[src/rtl/match_controller_pkg.sv]
//------------------------------------------------------------------------------
// fight_pkg
// Action encodings, FSM state codes, winner codes and the action validity
// helper shared by the match controller and its action latches.
// Optional feature macro: PAUSE_EN (adds the PAUSED state code).
// Revision: 1.0 - initial release
//------------------------------------------------------------------------------
`default_nettype none

package fight_pkg;

   // One-hot actions, MSB = Wait
   localparam logic [5:0] ACT_WAIT       = 6'b100000;
   localparam logic [5:0] ACT_MOVE_LEFT  = 6'b010000;
   localparam logic [5:0] ACT_MOVE_RIGHT = 6'b001000;
   localparam logic [5:0] ACT_JUMP       = 6'b000100;
   localparam logic [5:0] ACT_PUNCH      = 6'b000010;
   localparam logic [5:0] ACT_KICK       = 6'b000001;

   // FSM state codes
   localparam logic [2:0] ST_IDLE       = 3'd0;
   localparam logic [2:0] ST_COUNTDOWN  = 3'd1;
   localparam logic [2:0] ST_FIGHT      = 3'd2;
   localparam logic [2:0] ST_ROUND_END  = 3'd3;
   localparam logic [2:0] ST_MATCH_OVER = 3'd4;
`ifdef PAUSE_EN
   localparam logic [2:0] ST_PAUSED     = 3'd5;
`endif

   // Round / match winner codes
   typedef enum logic [1:0] {
      WIN_NONE = 2'b00,
      WIN_P1   = 2'b01,
      WIN_P2   = 2'b10,
      WIN_DRAW = 2'b11
   } winner_e;

   // True only for exactly one of the six legal one-hot actions
   function automatic logic valid_action(input logic [5:0] a);
      return (a == ACT_WAIT)  || (a == ACT_MOVE_LEFT) || (a == ACT_MOVE_RIGHT) ||
             (a == ACT_JUMP)  || (a == ACT_PUNCH)     || (a == ACT_KICK);
   endfunction

endpackage

`default_nettype wire

[src/rtl/match_controller_if.sv]
//------------------------------------------------------------------------------
// match_controller_if
// Bundles the tick/start/player/health inputs and the command, score and
// status outputs of the match controller.
// Optional feature macro: PAUSE_EN (adds the pause input).
// Revision: 1.0 - initial release
//------------------------------------------------------------------------------
`default_nettype none

interface match_controller_if;
   logic       tick;
   logic       start;
   logic [5:0] player1_in;
   logic [5:0] player2_in;
   logic [1:0] player1_health;
   logic [1:0] player2_health;
`ifdef PAUSE_EN
   logic       pause;
`endif
   logic [5:0] player1_cmd;
   logic [5:0] player2_cmd;
   logic       core_reset;
   logic [6:0] round_timer;
   logic [2:0] round_num;
   logic [1:0] p1_rounds;
   logic [1:0] p2_rounds;
   logic       match_over;
   logic [1:0] match_winner;

   // Driver side: input layer, core feedback and observers
   modport master (
      output tick, start, player1_in, player2_in, player1_health, player2_health,
`ifdef PAUSE_EN
      output pause,
`endif
      input  player1_cmd, player2_cmd, core_reset, round_timer, round_num,
      input  p1_rounds, p2_rounds, match_over, match_winner
   );

   // Controller side
   modport slave (
      input  tick, start, player1_in, player2_in, player1_health, player2_health,
`ifdef PAUSE_EN
      input  pause,
`endif
      output player1_cmd, player2_cmd, core_reset, round_timer, round_num,
      output p1_rounds, p2_rounds, match_over, match_winner
   );
endinterface

`default_nettype wire

[src/rtl/match_controller_action_latch.sv]
//------------------------------------------------------------------------------
// action_latch
// Holds the most recent valid one-hot action of one player, drives it to the
// core for the issuing tick cycle only and returns to Wait afterwards.
// Revision: 1.0 - initial release
//------------------------------------------------------------------------------
`default_nettype none

module action_latch
   import fight_pkg::*;
(
   input  logic       clock,
   input  logic       reset,
   input  logic [5:0] action_i,   // raw action from the input layer
   input  logic       issue_i,    // FIGHT tick cycle: present the held action
   input  logic       flush_i,    // force the held action back to Wait
   output logic [5:0] cmd_o
);

   logic [5:0] hold_q;
   logic [5:0] hold_d;

   // A fresh valid action beats the post-issue clear so a press landing on the
   // tick cycle is kept for the next tick; flush beats everything.
   always_comb begin
      hold_d = hold_q;
      if (flush_i)
         hold_d = ACT_WAIT;
      else if (valid_action(action_i))
         hold_d = action_i;
      else if (issue_i)
         hold_d = ACT_WAIT;
   end

   // Hold register
   always_ff @(posedge clock) begin
      if (reset) hold_q <= ACT_WAIT;
      else       hold_q <= hold_d;
   end

   assign cmd_o = issue_i ? hold_q : ACT_WAIT;

endmodule

`default_nettype wire

[src/rtl/match_controller.sv]
//------------------------------------------------------------------------------
// match_controller
// Best-of-N match sequencer: countdown, round timer, KO / time-out decisions,
// round score, core reset pulses and per-tick command issue.
// Optional feature macro: PAUSE_EN (pause input and PAUSED state).
// Revision: 1.0 - initial release
//------------------------------------------------------------------------------
`default_nettype none

module match_controller
   import fight_pkg::*;
#(
   parameter int ROUNDS_TO_WIN   = 2,
   parameter int MAX_ROUNDS      = 5,
   parameter int ROUND_TICKS     = 60,
   parameter int COUNTDOWN_TICKS = 3,
   parameter int END_TICKS       = 2
)(
   input  logic               clock,
   input  logic               reset,
   match_controller_if.slave  bus
);

   localparam logic [7:0] CD_LAST    = 8'(COUNTDOWN_TICKS - 1);
   localparam logic [7:0] END_LAST   = 8'(END_TICKS - 1);
   localparam logic [6:0] TIMER_INIT = 7'(ROUND_TICKS);
   localparam logic [1:0] WIN_SCORE  = 2'(ROUNDS_TO_WIN);
   localparam logic [2:0] LAST_ROUND = 3'(MAX_ROUNDS);

   logic [2:0] state_q, state_d;
   logic [7:0] cnt_q, cnt_d;
   logic [6:0] timer_q, timer_d;
   logic [2:0] round_q, round_d;
   logic [1:0] p1s_q, p1s_d;
   logic [1:0] p2s_q, p2s_d;
   logic       core_rst_q, core_rst_d;

   logic       issue;
   logic       flush;
   logic       ko;
   logic       fight_end;
   winner_e    rnd_win;
   logic       pause_rise;

`ifdef PAUSE_EN
   logic pause_q;

   // Previous pause level for edge detection
   always_ff @(posedge clock) begin
      if (reset) pause_q <= 1'b0;
      else       pause_q <= bus.pause;
   end
   assign pause_rise = bus.pause & ~pause_q;
   assign flush      = (state_q == ST_PAUSED);
`else
   assign pause_rise = 1'b0;
   assign flush      = 1'b0;
`endif

   // Commands reach the core only on a FIGHT tick, never while reset is applied
   assign issue = !reset && (state_q == ST_FIGHT) && bus.tick;

   action_latch u_latch_p1 (
      .clock    (clock),
      .reset    (reset),
      .action_i (bus.player1_in),
      .issue_i  (issue),
      .flush_i  (flush),
      .cmd_o    (bus.player1_cmd)
   );

   action_latch u_latch_p2 (
      .clock    (clock),
      .reset    (reset),
      .action_i (bus.player2_in),
      .issue_i  (issue),
      .flush_i  (flush),
      .cmd_o    (bus.player2_cmd)
   );

   // Round outcome from current health; a KO overrides the time-out comparison
   always_comb begin
      ko      = (bus.player1_health == 2'd0) || (bus.player2_health == 2'd0);
      rnd_win = WIN_DRAW;
      if (ko) begin
         if ((bus.player1_health == 2'd0) && (bus.player2_health == 2'd0)) rnd_win = WIN_DRAW;
         else if (bus.player2_health == 2'd0)                              rnd_win = WIN_P1;
         else                                                              rnd_win = WIN_P2;
      end else if (bus.player1_health > bus.player2_health) begin
         rnd_win = WIN_P1;
      end else if (bus.player2_health > bus.player1_health) begin
         rnd_win = WIN_P2;
      end
      fight_end = ko || (timer_q == 7'd0);
   end

   // Match sequencing next-state logic
   always_comb begin
      state_d    = state_q;
      cnt_d      = cnt_q;
      timer_d    = timer_q;
      round_d    = round_q;
      p1s_d      = p1s_q;
      p2s_d      = p2s_q;
      core_rst_d = 1'b0;
      case (state_q)
         ST_IDLE, ST_MATCH_OVER: begin
            if (bus.start) begin
               state_d    = ST_COUNTDOWN;
               round_d    = 3'd1;
               p1s_d      = 2'd0;
               p2s_d      = 2'd0;
               cnt_d      = 8'd0;
               timer_d    = TIMER_INIT;
               core_rst_d = 1'b1;
            end
         end
         ST_COUNTDOWN: begin
            if (bus.tick) begin
               if (cnt_q == CD_LAST) begin
                  state_d = ST_FIGHT;
                  timer_d = TIMER_INIT;
                  cnt_d   = 8'd0;
               end else begin
                  cnt_d = cnt_q + 8'd1;
               end
            end
         end
         ST_FIGHT: begin
            if (fight_end) begin
               state_d = ST_ROUND_END;
               cnt_d   = 8'd0;
               if ((rnd_win == WIN_P1) && (p1s_q != WIN_SCORE)) p1s_d = p1s_q + 2'd1;
               if ((rnd_win == WIN_P2) && (p2s_q != WIN_SCORE)) p2s_d = p2s_q + 2'd1;
            end else if (pause_rise) begin
`ifdef PAUSE_EN
               state_d = ST_PAUSED;
`endif
            end else if (bus.tick) begin
               timer_d = timer_q - 7'd1;
            end
         end
`ifdef PAUSE_EN
         ST_PAUSED: begin
            if (pause_rise) state_d = ST_FIGHT;
         end
`endif
         ST_ROUND_END: begin
            if (bus.tick) begin
               if (cnt_q == END_LAST) begin
                  if ((p1s_q == WIN_SCORE) || (p2s_q == WIN_SCORE) || (round_q == LAST_ROUND)) begin
                     state_d = ST_MATCH_OVER;
                  end else begin
                     state_d    = ST_COUNTDOWN;
                     round_d    = round_q + 3'd1;
                     cnt_d      = 8'd0;
                     timer_d    = TIMER_INIT;
                     core_rst_d = 1'b1;
                  end
               end else begin
                  cnt_d = cnt_q + 8'd1;
               end
            end
         end
         default: state_d = ST_IDLE;
      endcase
   end

   // State registers; the core is held in reset alongside the controller
   always_ff @(posedge clock) begin
      if (reset) begin
         state_q    <= ST_IDLE;
         cnt_q      <= 8'd0;
         timer_q    <= TIMER_INIT;
         round_q    <= 3'd0;
         p1s_q      <= 2'd0;
         p2s_q      <= 2'd0;
         core_rst_q <= 1'b1;
      end else begin
         state_q    <= state_d;
         cnt_q      <= cnt_d;
         timer_q    <= timer_d;
         round_q    <= round_d;
         p1s_q      <= p1s_d;
         p2s_q      <= p2s_d;
         core_rst_q <= core_rst_d;
      end
   end

   assign bus.core_reset   = core_rst_q;
   assign bus.round_timer  = timer_q;
   assign bus.round_num    = round_q;
   assign bus.p1_rounds    = p1s_q;
   assign bus.p2_rounds    = p2s_q;
   assign bus.match_over   = (state_q == ST_MATCH_OVER);
   assign bus.match_winner = (state_q != ST_MATCH_OVER) ? WIN_NONE :
                             (p1s_q > p2s_q)            ? WIN_P1   :
                             (p2s_q > p1s_q)            ? WIN_P2   : WIN_DRAW;

endmodule

`default_nettype wire

[src/flat_wrapper.sv]
// flat-port wrapper written by rule: the top's interface ports become plain ports
module match_controller_flat import fight_pkg::*;
#(
   parameter int ROUNDS_TO_WIN   = 2,
   parameter int MAX_ROUNDS      = 5,
   parameter int ROUND_TICKS     = 60,
   parameter int COUNTDOWN_TICKS = 3,
   parameter int END_TICKS       = 2
)
  (clock, reset, bus_tick, bus_start, bus_player1_in, bus_player2_in, bus_player1_health, bus_player2_health, bus_player1_cmd, bus_player2_cmd, bus_core_reset, bus_round_timer, bus_round_num, bus_p1_rounds, bus_p2_rounds, bus_match_over, bus_match_winner);
  match_controller_if bus_i ();
  input  logic clock;
  input  logic reset;
  input wire logic [$bits(bus_i.tick)-1:0] bus_tick;
  input wire logic [$bits(bus_i.start)-1:0] bus_start;
  input wire logic [$bits(bus_i.player1_in)-1:0] bus_player1_in;
  input wire logic [$bits(bus_i.player2_in)-1:0] bus_player2_in;
  input wire logic [$bits(bus_i.player1_health)-1:0] bus_player1_health;
  input wire logic [$bits(bus_i.player2_health)-1:0] bus_player2_health;
  output wire logic [$bits(bus_i.player1_cmd)-1:0] bus_player1_cmd;
  output wire logic [$bits(bus_i.player2_cmd)-1:0] bus_player2_cmd;
  output wire logic [$bits(bus_i.core_reset)-1:0] bus_core_reset;
  output wire logic [$bits(bus_i.round_timer)-1:0] bus_round_timer;
  output wire logic [$bits(bus_i.round_num)-1:0] bus_round_num;
  output wire logic [$bits(bus_i.p1_rounds)-1:0] bus_p1_rounds;
  output wire logic [$bits(bus_i.p2_rounds)-1:0] bus_p2_rounds;
  output wire logic [$bits(bus_i.match_over)-1:0] bus_match_over;
  output wire logic [$bits(bus_i.match_winner)-1:0] bus_match_winner;
  assign bus_i.tick = bus_tick;
  assign bus_i.start = bus_start;
  assign bus_i.player1_in = bus_player1_in;
  assign bus_i.player2_in = bus_player2_in;
  assign bus_i.player1_health = bus_player1_health;
  assign bus_i.player2_health = bus_player2_health;
  assign bus_player1_cmd = bus_i.player1_cmd;
  assign bus_player2_cmd = bus_i.player2_cmd;
  assign bus_core_reset = bus_i.core_reset;
  assign bus_round_timer = bus_i.round_timer;
  assign bus_round_num = bus_i.round_num;
  assign bus_p1_rounds = bus_i.p1_rounds;
  assign bus_p2_rounds = bus_i.p2_rounds;
  assign bus_match_over = bus_i.match_over;
  assign bus_match_winner = bus_i.match_winner;
  match_controller #(.ROUNDS_TO_WIN(ROUNDS_TO_WIN), .MAX_ROUNDS(MAX_ROUNDS), .ROUND_TICKS(ROUND_TICKS), .COUNTDOWN_TICKS(COUNTDOWN_TICKS), .END_TICKS(END_TICKS)) u_core (.clock(clock), .reset(reset), .bus(bus_i));
endmodule
[config.mk]
export PLATFORM = sky130hd
export DESIGN_NAME = match_controller_flat
export DESIGN_NICKNAME = d
export VERILOG_FILES = /design/src/rtl/match_controller_pkg.sv /design/src/rtl/match_controller_if.sv /design/src/rtl/match_controller_action_latch.sv /design/src/rtl/match_controller.sv /design/src/flat_wrapper.sv
export SDC_FILE = /design/constraint.sdc
export NUM_CORES = 1
export LEC_CHECK = 0
export BUFFER_PORTS_ARGS = -buffer_cell sky130_fd_sc_hd__buf_2
export CAP_MARGIN = 40
export CORE_UTILIZATION = 50
export CTS_CLUSTER_DIAMETER = 200
export DETAILED_ROUTE_END_ITERATION = 6
export GPL_ROUTABILITY_DRIVEN = 0
export PLACE_DENSITY_LB_ADDON = 0.08
export SETUP_SLACK_MARGIN = 0.2
export SLEW_MARGIN = 5
export SYNTH_ARGS = -nofsm -noshare
export SYNTH_HDL_FRONTEND = slang
export SYNTH_HIERARCHICAL = 1
export SYNTH_SLANG_ARGS = --single-unit
[constraint.sdc]
create_clock -name clock -period 3.95 [get_ports clock]
set_input_delay 0.395 -clock clock [delete_from_list [all_inputs] [get_ports clock]]
set_output_delay 0.395 -clock clock [all_outputs]
set_load 0.02 [all_outputs]
==> metrics.md <==
| Metric | Value |
|---|---|
| Max-Cap Viols | `0` |
| Post-DP HPWL | `about 4400 microns` |
| Die area | `about 5700 sq um` |
| Die Span Y | `around 76 microns` |
| Fin worst setup slack | `1150 ps` |
| Kind of end point of the critical path | `output pin` |
| Port buffer count | `49` |
| Crit path max-delay cell type | `and3_1` |
| Drt total wl | `5970 microns` |
| Die width | `75.6 microns` |
| R2r setup slk | `1430 ps` |
| Kind of critical path | `register to output pin` |
| Cell Pwr Density | `approximately 440 nW/um^2` |
| Max Root-Sink Buffers | `2` |
| Slew Limit Fails | `0` |
| Fin cells | `442` |
| Largest net degree at the start of global routing | `21` |
| Fin crit share | `70.8%` |
| DRC viols | `0` |
| Synth cell types | `65` |
| Clk Latency, worst-skew pair | `290 ps` |
| Netlist Area Pre-Place | `2710 sq um` |
| Unrepaired setup endpoints after global routing | `false` |
| Pre-CTS setup slack | `1440 ps` |
| Final nets | `403` |
| # rows | `26` |
| I/O pin total | `50` |
| Min-delay src | `bus_player1_in[1]` |
| Most common cell after layout, fill and taps aside | `buf_2` |
| Post-layout util | `59.8%` |
| Drt first pass iters | `4` |
| Max Freq | `357 MHz` |
| Reg2Reg Launch Point | `u_core/bus.p2_rounds[0]$_SDFFE_PP0P_` |
| Initial DRC Count | `184` |
| TritonCTS clock tree | `yes` |
| Antenna violations before repair | `0` |
| Critical Path AT | `2400 ps` |
| N_diodes | `0` |
| Clock-pin slew of the registers on the worst-case setup and hold paths | `80 ps` |
| Final Hold Fails | `0` |
| Hold Path End | `u_core/u_latch_p1/hold_q[0]$_SDFFE_PP0P_` |
| Status | `completed` |
| Placed cells | `434` |
| Crit-path max FO | `20` |
| Finish-stage setup viols | `0` |
| TNS Setup | `0 ps` |
| Initial Utilization | `52.4%` |
| Area grow syn2layout | `14.2%` |
| Share of cells above drive strength 1 | `between 10% and 20%` |
| Setup Fix Bufs, Post-CTS | `0` |
| Mapped Cells | `329` |
| Root Buffer | `clkbuf_8` |
| Core Area | `5170 sq um` |
| Hold path depth | `3` |
| CP Data Required Time | `3560 ps` |
| Crit start category | `register` |
| Clock sinks | `38` |
| Area of the multi-input gates | `around 1800 sq um` |
| Seq. cell area | `761 sq um` |
| Routed wire per std cell | `13.5 microns` |
| Flops & latches, synth | `38` |
| Period minus WS final | `around 2800 ps` |
| FFs w/ async S/R, synth | `0%` |
| Via count | `2551` |
| Hold_buf cts | `0` |
| Number of flops mapped to enable cells by yosys | `0` |
| CP Cell Sequence | `nor3b_1 > and3_1 > and2_1 > buf_2` |
| Worst-margin pin slew | `roughly 750 ps` |
| Leak | `1.26 nW` |
| RR Endpoint | `u_core/cnt_q[5]$_SDFFE_PP0P_` |
| Post-synthesis sequential area ratio | `28.1%` |
| TritonCTS buffer count | `5` |
| Via density | `5.77` |
| Worst IR Drop VDD | `0.000187 V` |
| FF-to-FF path depth | `7` |
| Global-route wire length before repair | `slightly below 10000 microns` |
| Rel. slew slack | `49.7%` |
| Antenna-violating nets left | `0` |
| Hold slack | `430 ps` |
| Largest stage delay, worst path | `630 ps` |
| H-tree levels | `2` |
| Mean Syn Cell Area | `8.24 sq um` |
| Clock Skews | `about 3.2 ps` |
| Number of global-route vias before repair | `2170` |
| All-Layer GR Usage | `a little over a fifth` |
| Hold Path Class | `input port to register` |
| Most frequent cells in the layout | `49 x buf_2, 38 x dfxtp_1, 32 x nor2_1, 26 x inv_1, 23 x a21oi_1` |
| Grt total ovfl | `0` |
| Cts repair resizes | `0` |
| Synth Warn # | `6` |
| # fillers | `479` |
| Top_reg_cell synth | `dfxtp_1` |
[synthesized netlist by cell type (3+ instances only)]
master / count / area [sq um]
inv_1: 26 / 97.6
nor3b_1: 3 / 22.5
a21oi_1: 23 / 115
or3_1: 5 / 31.3
nor2_1: 32 / 120
o211ai_1: 4 / 30.0
nor2b_1: 6 / 37.5
buf_4: 3 / 22.5
and2_1: 14 / 87.6
or4_1: 3 / 22.5
a2bb2oi_1: 3 / 26.3
nand3_1: 10 / 50.1
xnor2_1: 4 / 35.0
nand4_1: 3 / 18.8
a32o_1: 8 / 80.1
mux2i_1: 5 / 50.1
a31o_2: 3 / 26.3
xor2_1: 4 / 35.0
o21ai_0: 11 / 55.1
nor3_1: 12 / 60.1
nand2_1: 14 / 52.6
a211oi_1: 3 / 22.5
nor4b_1: 4 / 35.0
nor4_4: 3 / 63.8
buf_2: 10 / 50.1
nor4_1: 6 / 37.5
ha_1: 12 / 150
dfxtp_1: 38 / 761
nand3b_1: 5 / 37.5
nand2b_1: 6 / 37.5
a31oi_1: 3 / 18.8
[sequential cells by signal, summed over array words and instances (netlist names)]
| signal | flops |
|---|---|
| u_core/state_q | 3 |
| u_core/bus.round_num | 3 |
| u_core/bus.p2_rounds | 2 |
| u_core/bus.p1_rounds | 2 |
| u_core/bus.round_timer | 7 |
| u_core/bus.core_reset | 1 |
| u_core/u_latch_p1/hold_q | 6 |
| u_core/u_latch_p2/hold_q | 6 |
| u_core/cnt_q | 8 |
[critical path, delay by kind of cell (launching register included)]
family                 cells  cell delay, ps
buffers and inverters      1             160
DFF                        1             490
and+or+nand+nor            3            1450
[final cells by class]
type | count | share of cell area [%]
inverters | 26 | 3.15
clock buffers | 6 | 2.67
clock inverters | 2 | 1.94
repair buffers | 49 | 7.92
flip-flops and latches | 38 | 24.6
well taps | 70 | 2.83
multi-input cells | 251 | 56.9
[report_power, final]
group          internal, mW  switching, mW
logic                 0.180          0.309
clock network         0.269          0.143
registers             0.415         0.0520
total                 0.864          0.504
[metal layers]
layer / up-vias / global-route usage [%] / share of wire [%]
met4: 0 / 8.44 / 0.89
met3: 4 / 4.63 / 5.6
met5: - / 0 / 0
met2: 81 / 34.3 / 47
li1: 1294 / - / -
met1: 1172 / 29.6 / 46
[metrics by stage]
step | instance area, sq um | total power [mW]
floorplan | 2720 | 0.860
global placement | 2950 | 0.952
detailed placement | 2950 | 0.956
CTS | 3100 | 1.37
global route | 3100 | 1.46
finish | 3100 | 1.37
[how the worst max path moves through the flow]
stage	startpoint	endpoint	slack, ps	cells past startpoint
after floorplan	u_core/bus.p2_rounds[0]$_SDFFE_PP0P_	u_core/cnt_q[5]$_SDFFE_PP0P_	1690	7
after global placement	u_core/bus.p2_rounds[0]$_SDFFE_PP0P_	u_core/cnt_q[5]$_SDFFE_PP0P_	1480	7
after detailed placement	u_core/state_q[1]$_SDFFE_PP0P_	u_core/u_latch_p1/hold_q[3]$_SDFFE_PP0P_	1440	6
after CTS	u_core/state_q[1]$_SDFFE_PP0P_	bus_player1_cmd[0]	1150	4
after global routing	u_core/state_q[1]$_SDFFE_PP0P_	bus_player2_cmd[1]	850	4
final	u_core/state_q[1]$_SDFFE_PP0P_	bus_player1_cmd[0]	1150	4
[cells by family (layout without fill, tap and decap cells)]
logic type / Yosys count / count (layout) / synth area share, %
AND/OR/NAND/NOR: 138 / 138 / 30.6
XOR/XNOR: 8 / 8 / 2.58
adder cells (fa/ha/maj): 12 / 12 / 5.54
buffers and inverters: 43 / 83 / 7.38
other: 1 / 4 / 0.138
flip-flops: 38 / 38 / 28.1
multiplexers: 6 / 6 / 2.26
AO/OA/AOI/OAI: 83 / 83 / 23.4
(Power assumes the default switching activity.)
